$ cat src/rtl/uart_tx_arbiter.sv
// uart_tx_arbiter: shares one UART transmitter between NUM_REQ byte producers, one byte at a time.
// Optional build macro UART_ARB_PRIO0_EN gives requester 0 fixed highest priority over the round-robin.
module uart_tx_arbiter #(
    parameter int NUM_REQ      = 4,
    parameter int LOAD_TIMEOUT = 15
) (
    input  logic                   bclk,
    input  logic                   reset_n,
    // req[i] is a level held by producer i until ack[i] (byte taken) or err_timeout (byte dropped);
    // req_data slice i must stay stable while req[i] is high.
    input  logic [NUM_REQ-1:0]     req,
    input  logic [8*NUM_REQ-1:0]   req_data,
    output logic [NUM_REQ-1:0]     ack,
    output logic                   done,
    output logic                   err_timeout,
    output logic [2:0]             grant_id,
    output logic                   busy,
    input  logic                   tx_status,
    output logic                   tx_load,
    output logic [7:0]             tx_data
);

    localparam int CNT_W = (LOAD_TIMEOUT < 2) ? 1 : $clog2(LOAD_TIMEOUT);
    localparam logic [CNT_W-1:0] CNT_LAST = CNT_W'(LOAD_TIMEOUT - 1);

    localparam logic [2:0] S_IDLE      = 3'd0;
    localparam logic [2:0] S_LOAD      = 3'd1;
    localparam logic [2:0] S_WAIT_BUSY = 3'd2;
    localparam logic [2:0] S_WAIT_DONE = 3'd3;

    logic [2:0]         r_state;
    logic [2:0]         r_ptr;
    logic [2:0]         r_grant;
    logic [CNT_W-1:0]   r_cnt;
    logic [NUM_REQ-1:0] r_ack;
    logic               r_done;
    logic               r_err;
    logic               r_load;
    logic [7:0]         r_data;

    logic [NUM_REQ-1:0] w_req_rr;
    logic [3:0]         w_rr_pick;
    logic               w_found;
    logic [2:0]         w_sel;
    logic [7:0]         w_sel_data;
    logic [NUM_REQ-1:0] w_ack_hot;
    logic [2:0]         w_ptr_inc;
    logic [2:0]         w_ptr_after;

    // First set bit at or after ptr, wrapping; returns {found, index}.
    function automatic logic [3:0] f_pick(input logic [NUM_REQ-1:0] reqs, input logic [2:0] ptr);
        logic [3:0] res;
        int         idx;
        res = 4'd0;
        for (int k = NUM_REQ - 1; k >= 0; k--) begin
            idx = int'(ptr) + k;
            if (idx >= NUM_REQ) idx = idx - NUM_REQ;
            if (reqs[idx]) res = {1'b1, idx[2:0]};
        end
        return res;
    endfunction

`ifdef UART_ARB_PRIO0_EN
    assign w_req_rr = {req[NUM_REQ-1:1], 1'b0};
`else
    assign w_req_rr = req;
`endif

    assign w_rr_pick = f_pick(w_req_rr, r_ptr);

    always_comb begin
        w_found = w_rr_pick[3];
        w_sel   = w_rr_pick[2:0];
`ifdef UART_ARB_PRIO0_EN
        if (req[0]) begin
            w_found = 1'b1;
            w_sel   = 3'd0;
        end
`endif
    end

    always_comb begin
        w_sel_data = 8'h00;
        for (int i = 0; i < NUM_REQ; i++) begin
            if (w_sel == 3'(i)) w_sel_data = req_data[8*i +: 8];
        end
    end

    always_comb begin
        w_ack_hot = '0;
        for (int i = 0; i < NUM_REQ; i++) begin
            w_ack_hot[i] = (r_grant == 3'(i));
        end
    end

    assign w_ptr_inc = (r_grant == 3'(NUM_REQ - 1)) ? 3'd0 : r_grant + 3'd1;

`ifdef UART_ARB_PRIO0_EN
    // Requester 0 grants leave the round-robin position of the others untouched.
    assign w_ptr_after = (r_grant == 3'd0) ? r_ptr : w_ptr_inc;
`else
    assign w_ptr_after = w_ptr_inc;
`endif

    always_ff @(posedge bclk or negedge reset_n) begin
        if (!reset_n) begin
            r_state <= S_IDLE;
            r_ptr   <= 3'd0;
            r_grant <= 3'd0;
            r_cnt   <= '0;
            r_ack   <= '0;
            r_done  <= 1'b0;
            r_err   <= 1'b0;
            r_load  <= 1'b0;
            r_data  <= 8'h00;
        end else begin
            r_ack  <= '0;
            r_done <= 1'b0;
            r_err  <= 1'b0;
            case (r_state)
                S_IDLE: begin
                    if (w_found && tx_status) begin
                        r_grant <= w_sel;
                        r_data  <= w_sel_data;
                        r_load  <= 1'b1;
                        r_cnt   <= '0;
                        r_state <= S_LOAD;
                    end
                end
                S_LOAD: begin
                    // A falling tx_status means the transmitter took the byte; it wins over timeout.
                    if (!tx_status) begin
                        r_load  <= 1'b0;
                        r_ack   <= w_ack_hot;
                        r_state <= S_WAIT_DONE;
                    end else if (r_cnt == CNT_LAST) begin
                        r_load  <= 1'b0;
                        r_err   <= 1'b1;
                        r_ptr   <= w_ptr_after;
                        r_state <= S_IDLE;
                    end else begin
                        r_cnt <= r_cnt + CNT_W'(1);
                    end
                end
                S_WAIT_BUSY: begin
                    r_state <= S_WAIT_DONE;
                end
                S_WAIT_DONE: begin
                    if (tx_status) begin
                        r_done  <= 1'b1;
                        r_ptr   <= w_ptr_after;
                        r_state <= S_IDLE;
                    end
                end
                default: begin
                    r_load  <= 1'b0;
                    r_state <= S_IDLE;
                end
            endcase
        end
    end

    assign ack         = r_ack;
    assign done        = r_done;
    assign err_timeout = r_err;
    assign grant_id    = r_grant;
    assign busy        = (r_state != S_IDLE);
    assign tx_load     = r_load;
    assign tx_data     = r_data;

endmodule

$ cat config.mk
export PLATFORM = sky130hd
export DESIGN_NAME = uart_tx_arbiter
export DESIGN_NICKNAME = d
export VERILOG_FILES = /design/src/rtl/uart_tx_arbiter.sv
export SDC_FILE = /design/constraint.sdc
export NUM_CORES = 1
export LEC_CHECK = 0
export ABC_AREA = 1
export ABC_CLOCK_PERIOD_IN_PS = 1970
export BUFFER_PORTS_ARGS = -buffer_cell sky130_fd_sc_hd__buf_2
export CAP_MARGIN = 10
export CORE_UTILIZATION = 28
export DETAILED_ROUTE_END_ITERATION = 7
export GPL_ROUTABILITY_DRIVEN = 0
export PLACE_DENSITY = 0.59
export REMOVE_ABC_BUFFERS = 1
export SLEW_MARGIN = 10
export SYNTH_ARGS = -nofsm -noshare
export SYNTH_HDL_FRONTEND = slang
export SYNTH_SLANG_ARGS = --single-unit
export TNS_END_PERCENT = 50
$ cat constraint.sdc
create_clock -name bclk -period 1.97 [get_ports bclk]
set_input_delay 0.0985 -clock bclk [delete_from_list [all_inputs] [get_ports bclk]]
set_output_delay 0.0985 -clock bclk [all_outputs]
set_load 0.05 [all_outputs]
==> results by group, run 1 <==
Status
  – Status: completed

Setup path
  – Most common cell on crit path: nand2_2
  – Crit path cell chain: inv_8 > ha_4 > inv_1 > nand2_2 > nand2_2 > inv_2 > nand2_2 > nand2_2 > nand2_4 > nand2_8 > nor2_4 > buf_12 > nand3_1 > nand3_1 > nor2_1 > nor2_2
  – CP Data Arrival Time: roughly 2100 ps
  – Crit path depth: 16
  – Top delay family on crit path: simple AND/OR/NAND/NOR gates
  – R2R depth: 16
  – Slowest-stage cell, CP: dfrtp_2
  – Worst Path Max Fanout: 8
  – Critical Path Sink Type: flip-flop
  – Largest stage delay on the critical path: about 440 ps
  – Required @ worst endpoint: 2140 ps
  – Crit path from: r_ptr[0]
  – Reg2reg end: tx_data[5]
  – Start of the worst register-to-register path: r_ptr[0]
  – Startpoint types: flip-flop
  – Kind of critical path: flip-flop to flip-flop
  – CP bufs+invs: 4
  – Reg-to-reg setup timing slack: 20 ps

Timing
  – Setup Skew: between 1.5 and 2 ps
  – Fmax: 514 MHz
  – Slew Limit Fails: 0
  – RSZ-0062 raised after global routing: true
  – Fin crit share: a little over nine tenths
  – Tightest Pin Transition: between 600 and 700 ps
  – Period minus WS final: just under 2000 ps
  – Setup violators final: 0
  – Final hold viol count: 0
  – Max_slew headroom: roughly 57%

Synth
  – Post-synth ARST share: 100%
  – Top cells by area, synth: dfrtp_1, nand3_1, ha_1
  – Syn Std Cell Area: ~2000 µm²
  – Most used DFF post-synth: dfrtp_1
  – Post-synthesis instance total: ~260
  – Area leader, netlist: dfrtp_1
  – Synthesis-stage register bit count: 27
  – Mapped Avg Cell Area: roughly 7.8 µm²
  – Synth warnings: 0
  – EDFF count, synth: 0
  – Yosys cell types: 32
  – Sequential share of the synthesized area: roughly 34%
  – Synth top area share: 33.6%

Worst hold path
  – Hold Crit Class: primary input to flip-flop
  – Cells on Worst Hold Path: 3
  – Hold Path Origin: tx_status
  – WHS Endpoint: done

Final layout
  – Reg area: roughly 680 µm²
  – Most common cell after layout, fill and taps aside: buf_2
  – Multi-input gate area: 1250 µm²
  – Final net count: between 300 and 400
  – Fin util: 41.3%
  – Ratio of cells with drive above 1 in the final layout: between 40% and 50%
  – Commonest cells after routing, fill and taps aside: buf_2, nand2_1, dfrtp_1, inv_1, nand3_1
  – Fillers: between 700 and 800
  – Antenna cells: 0
  – P&R area growth vs syn: 41.3%
  – Layout Cells excl Fill: around 430

Drt
  – Initial DRC count: 58
  – WL/cell: between 10 and 15 µm
  – Vias per cell: 4.53
  – Highest metal used: met4
  – Post-DRT Antenna Nets: 0
  – TritonRoute pass-1 iters: 4
  – WL met2: approximately 2400 µm
  – Final wirelength: ~5200 µm
  – Met1 WL: around 2600 µm
  – DR DRC count: 0
  – Vias: 1961
  – Routed met3 length: between 150 and 200 µm

Placed design
  – Input/output buffers: 57
  – DP Wirelength: 3850 µm
  – Placed cells: between 400 and 500

Global routing
  – Initial antenna violation count: 0
  – GRT overflow: 0
  – Largest net degree at the start of global routing: 34
  – First-pass GRT wire length: between 8000 and 9000 µm
  – Tot GR Track Use: between 10 and 15%
  – Vias in the first global route: 1835

Die
  – Die Y: around 87 µm
  – Die area: 7520 µm²
  – # rows: 30
  – Core area: just under 7000 µm²
  – Io pins: 58
  – Die Wd: 86.7 µm
  – Starting Density: roughly 29%

Clock network
  – CTS buffer count: 3
  – Maximum root-to-sink buffer count: 2
  – CTS HTree Levels: 1
  – Clk_lat worst skew: 270 ps
  – Root Driver: clkbuf_8
  – # clock sinks: 27
  – CTS tree: yes
  – Clk slew on worst S/H paths: roughly 90 ps

Job
  – Max-cap violations: 0

Pwr
  – Maximum vdd drop: 0.666 mV
  – Leakage power: between 1 and 1.5 nW
  – PD cells: between 1500 and 2000 nW/µm²
[cells by family after synthesis]
| kind of cell | synth area share, % |
|---|---|
| flops | 33.6 |
| buf+inv | 9.96 |
| fa+ha+maj | 8.09 |
| simple gates | 42.9 |
| compound gates | 4.98 |
| xor+xnor | 0.436 |
[report_power, final]
part | total, mW | switching, mW | internal (mW)
Combinational | 4.22 | 2.53 | 1.70
Clock | 0.314 | 0.172 | 0.142
Sequential | 0.949 | 0.168 | 0.781
Total | 5.49 | 2.87 | 2.62
[layout make-up]
cell class / count / share of cell area [%]
inverter: 35 / 4.98
tap: 96 / 4.23
timing repair buffer: 81 / 21.2
clock inverter: 1 / 0.176
sequential: 27 / 23.8
clock buffer: 3 / 1.45
multi-input combinational: 190 / 44.1
[routing by layer]
layer | up-vias | global-route usage, %
li1 | 1003 | -
met1 | 926 | 19.3
met2 | 30 | 22.5
met3 | 2 | 2.00
met4 | 0 | 4.09
met5 | - | 0
[registers in the layout, indices dropped and copies added, names as in the netlist]
name and cells:
tx_data 8, ack 4, r_cnt 4, grant_id 3, r_ptr 3, r_state 2
done 1, err_timeout 1, tx_load 1
[worst register-to-register path, delay by kind of cell (launching register included)]
kind	cells	cell delay, ps
fa+ha+maj	1	280
simple gates	11	820
flops	1	440
buf+inv	4	300
[synth_stat cells, types with 2 or more instances]
library cell,number
nand4_1,17
ha_1,13
nand2_4,5
buf_6,3
a21oi_1,3
inv_1,26
clkinv_1,2
inv_2,5
buf_4,2
nor2_1,20
buf_2,2
o21ai_0,12
dfrtp_1,27
nand2_1,40
nand2_2,10
nor2_2,10
or2_2,8
nand3_1,38
nand3_2,3
[worst max-delay path by stage]
stage	endpoint	slack, ps
final	tx_data[5]	20
after global routing	tx_data[7]	-110
after CTS	tx_data[2]	6
after detailed placement	tx_data[2]	-50
after global placement	tx_data[2]	20
after floorplan	tx_data[0]	-260
[metrics by stage]
| step | power (mW) | cell area [µm²] | setup slack (ps) | setup TNS, ps | hold WS [ps] |
|---|---|---|---|---|---|
| after floorplan | 3.43 | 1950 | -255 | -2110 | -197 |
| after global placement | 4.38 | 2510 | 15.3 | 0 | 158 |
| after detailed placement | 4.43 | 2510 | -45.3 | -267 | 159 |
| after CTS | 4.81 | 2580 | 5.57 | 0 | 119 |
| after global routing | 5.93 | 2840 | -111 | -818 | 141 |
| final | 5.49 | 2840 | 24.3 | 0 | 133 |
[what timing repair did]
action                                  in CTS  in global routing
endpoints found under the setup margin       8                  9
gates resized for setup                      3                 27
hold endpoints to repair                    27                  0
gates cloned                                 0                  3
hold buffers                                 1                  0
pin swaps                                    1                 12
buffers inserted                             0                  6
(Power assumes the default switching activity.)
==> run 2, diff against run 1 <==
--- a/config.mk
+++ b/config.mk
@@ -12,7 +12,7 @@
 export CORE_UTILIZATION = 28
 export DETAILED_ROUTE_END_ITERATION = 7
 export GPL_ROUTABILITY_DRIVEN = 0
-export PLACE_DENSITY = 0.59
+export PLACE_DENSITY = 0.49
 export REMOVE_ABC_BUFFERS = 1
 export SLEW_MARGIN = 10
 export SYNTH_ARGS = -nofsm -noshare
==> run 2 against run 1 <==
- count of clock-buffer cells in the layout stayed put
- critical path depth unchanged
- utilization is 0.55 points lower
- wire length rose by 3.1%
- register-to-register slack got worse by 20 ps
- worst setup slack worse by 22 ps
- critical endpoint is now tx_data[7]
==> results by group, run 2 (synthesis results as in run 1) <==
Status
  – Status: completed (unchanged)

Setup path
  – Reg2reg end: tx_data[7] (was tx_data[5])
  – Start of the worst register-to-register path: r_ptr[0] (unchanged)
  – Reg-to-reg setup timing slack: 2 ps (was 20 ps)
  – Worst Path Max Fanout: 8 (unchanged)
  – Required @ worst endpoint: 2150 ps (was 2140 ps)
  – Kind of critical path: flip-flop to flip-flop (unchanged)
  – Most common cell on crit path: nand2_1 (was nand2_2)
  – Worst setup path endpoint: tx_data[7] (was tx_data[5])
  – R2R depth: 16 (unchanged)
  – Crit path from: r_ptr[0] (unchanged)
  – Crit path cell chain: inv_8 > buf_6 > ha_4 > inv_2 > nand2_1 > nand2_1 > nand3_2 > nor2_2 > nand2_1 > nand3_2 > nand2_4 > clkbuf_16 > nand4_1 > nand3_1 > nor2_1 > nor2_2 (was inv_8 > ha_4 > inv_1 > nand2_2 > nand2_2 > inv_2 > nand2_2 > nand2_2 > nand2_4 > nand2_8 > nor2_4 > buf_12 > nand3_1 > nand3_1 > nor2_1 > nor2_2)
  – Crit path depth: 16 (unchanged)
  – CP bufs+invs: 4 (unchanged)
  – Top delay family on crit path: simple AND/OR/NAND/NOR gates (unchanged)
  – CP Data Arrival Time: 2150 ps (was 2120 ps)
  – Startpoint types: flip-flop (unchanged)
  – Slowest-stage cell, CP: dfrtp_2 (unchanged)
  – Critical Path Sink Type: flip-flop (unchanged)
  – Largest stage delay on the critical path: 440 ps (about the same)

Timing
  – Period minus WS final: 1970 ps (was 1950 ps)
  – Tightest Pin Transition: 639 ps (was 638 ps)
  – Fin crit share: 99.9% (was 98.8%)
  – RSZ-0062 raised after global routing: true (unchanged)
  – Fmax: 508 MHz (was 514 MHz)
  – Max_slew headroom: 57.4% (was 57.5%)
  – Setup Skew: 6.35 ps (was 1.54 ps)
  – Setup violators final: 0 (unchanged)
  – Final hold viol count: 0 (unchanged)
  – Slew Limit Fails: 0 (unchanged)

Drt
  – WL/cell: 12.6 µm (was 12.1 µm)
  – DR DRC count: 0 (unchanged)
  – Final wirelength: 5400 µm (was 5230 µm)
  – TritonRoute pass-1 iters: 4 (unchanged)
  – Initial DRC count: 71 (was 58)
  – Post-DRT Antenna Nets: 0 (unchanged)
  – Vias per cell: 4.49 (was 4.53)
  – Vias: 1932 (was 1961)

Final layout
  – Largest register FFs: 8 (unchanged)
  – Antenna cells: 0 (unchanged)
  – Reg area: 677 µm² (unchanged)
  – P&R area growth vs syn: 39.5% (was 41.3%)
  – Commonest cells after routing, fill and taps aside: buf_2, nand2_1, dfrtp_1, inv_1, nand3_2 (was buf_2, nand2_1, dfrtp_1, inv_1, nand3_1)
  – Fillers: 720 (was 704)
  – Final net count: 387 (was 390)
  – Ratio of cells with drive above 1 in the final layout: 48.2% (was 46.3%)
  – Design area: 2800 µm² (was 2840 µm²)
  – Multi-input gate area: 1290 µm² (was 1250 µm²)
  – Most common cell after layout, fill and taps aside: buf_2 (unchanged)

Pwr
  – Maximum vdd drop: 0.739 mV (was 0.666 mV)
  – Pwr Total: 5.35 mW (was 5.49 mW)
  – Leakage power: 1.47 nW (was 1.49 nW)
  – PD cells: 1910 nW/µm² (was 1930 nW/µm²)

Die
  – # rows: 30 (unchanged)
  – Die area: 7520 µm² (unchanged)
  – Starting Density: 29.3% (unchanged)
  – Io pins: 58 (unchanged)
  – Core area: 6870 µm² (unchanged)
  – Die Wd: 86.7 µm (unchanged)
  – Die Y: 86.7 µm (unchanged)

Clock network
  – Clk slew on worst S/H paths: 100 ps (was 90 ps)
  – Clk_lat worst skew: 280 ps (was 270 ps)
  – CTS HTree Levels: 1 (unchanged)
  – # clock sinks: 27 (unchanged)
  – CTS buffer count: 3 (unchanged)
  – CTS tree: yes (unchanged)
  – Root Driver: clkbuf_8 (unchanged)
  – Maximum root-to-sink buffer count: 2 (unchanged)

Global routing
  – Initial antenna violation count: 0 (unchanged)
  – First-pass GRT wire length: 8520 µm (was 8290 µm)
  – Largest net degree at the start of global routing: 34 (unchanged)
  – Tot GR Track Use: 14.3% (was 13.9%)
  – GRT overflow: 0 (unchanged)
  – Vias in the first global route: 1858 (was 1835)

Placed design
  – Input/output buffers: 57 (unchanged)
  – Placed cell areas: 2440 µm² (was 2510 µm²)
  – DP Wirelength: 3780 µm (was 3850 µm)

Worst hold path
  – Hold Crit Class: primary input to flip-flop (unchanged)

Job
  – Max-cap violations: 0 (unchanged)
-- run 2: cell types whose count changed in the layout (fill, tap and decap cells not counted), moves of 2 or more --
cell / delta
nor2_1: -2
nand3_2: +5
buf_12: -4
nand3_1: -5
-- run 2: repair_timing --
item | in CTS | in global routing
setup buffers | 6 | 0
pin swaps | 2 | 16
setup endpoints to repair | 8 | 9
gates cloned | 0 | 4
gates resized for setup | 4 | 35
hold buffers | 1 | 0
hold endpoints to repair | 27 | 0
-- run 2: routing by layer --
metal	up-vias	wire length [µm]	track usage (%)
li1	994	-	-
met1	907	2600	20.0
met2	29	2610	23.5
met3	2	152	2.48
met4	0	29	2.27
met5	-	0	0
-- run 2: cell type report --
type	count	area share [%]
multi-input cells	190	45.9
flip-flops and latches	27	24.2
repair buffers	78	18.9
inverters	35	5.04
well taps	96	4.29
clock buffers	3	1.47
clock inverters	1	0.268
-- run 2: per-stage QoR --
step | setup TNS (ps) | cells | util (%) | hold WS, ps | setup slack (ps)
floorplan | -2110 | 252 | - | -197 | -255
global placement | -700 | 415 | 35.6 | 158 | -98.3
detailed placement | -523 | 415 | 35.6 | 167 | -79.9
CTS | 0 | 426 | 37.4 | 126 | 11.4
global route | -1310 | 430 | 40.8 | 142 | -179
finish | 0 | 430 | 40.8 | 128 | 2.01
-- run 2: power breakdown --
| group | leakage, nW | switching [mW] | internal [mW] | total (mW) |
|---|---|---|---|---|
| logic | 1.11 | 2.54 | 1.54 | 4.07 |
| registers | 0.337 | 0.166 | 0.781 | 0.947 |
| clock network | 0.0217 | 0.184 | 0.144 | 0.328 |
-- run 2: how the worst min path moves through the flow --
stage	depth (start not counted)	to	slack, ps	from
floorplan	0	ack[0]	-200	reset_n
global placement	1	tx_data[4]	160	reset_n
detailed placement	1	tx_data[2]	170	reset_n
CTS	3	done	130	tx_status
global route	3	done	140	tx_status
finish	3	done	130	tx_status
-- run 2: tightest hold or removal path, stage by stage --
cell	delay, ps
buf_2	110
nand2_1	110
nor2_1	60
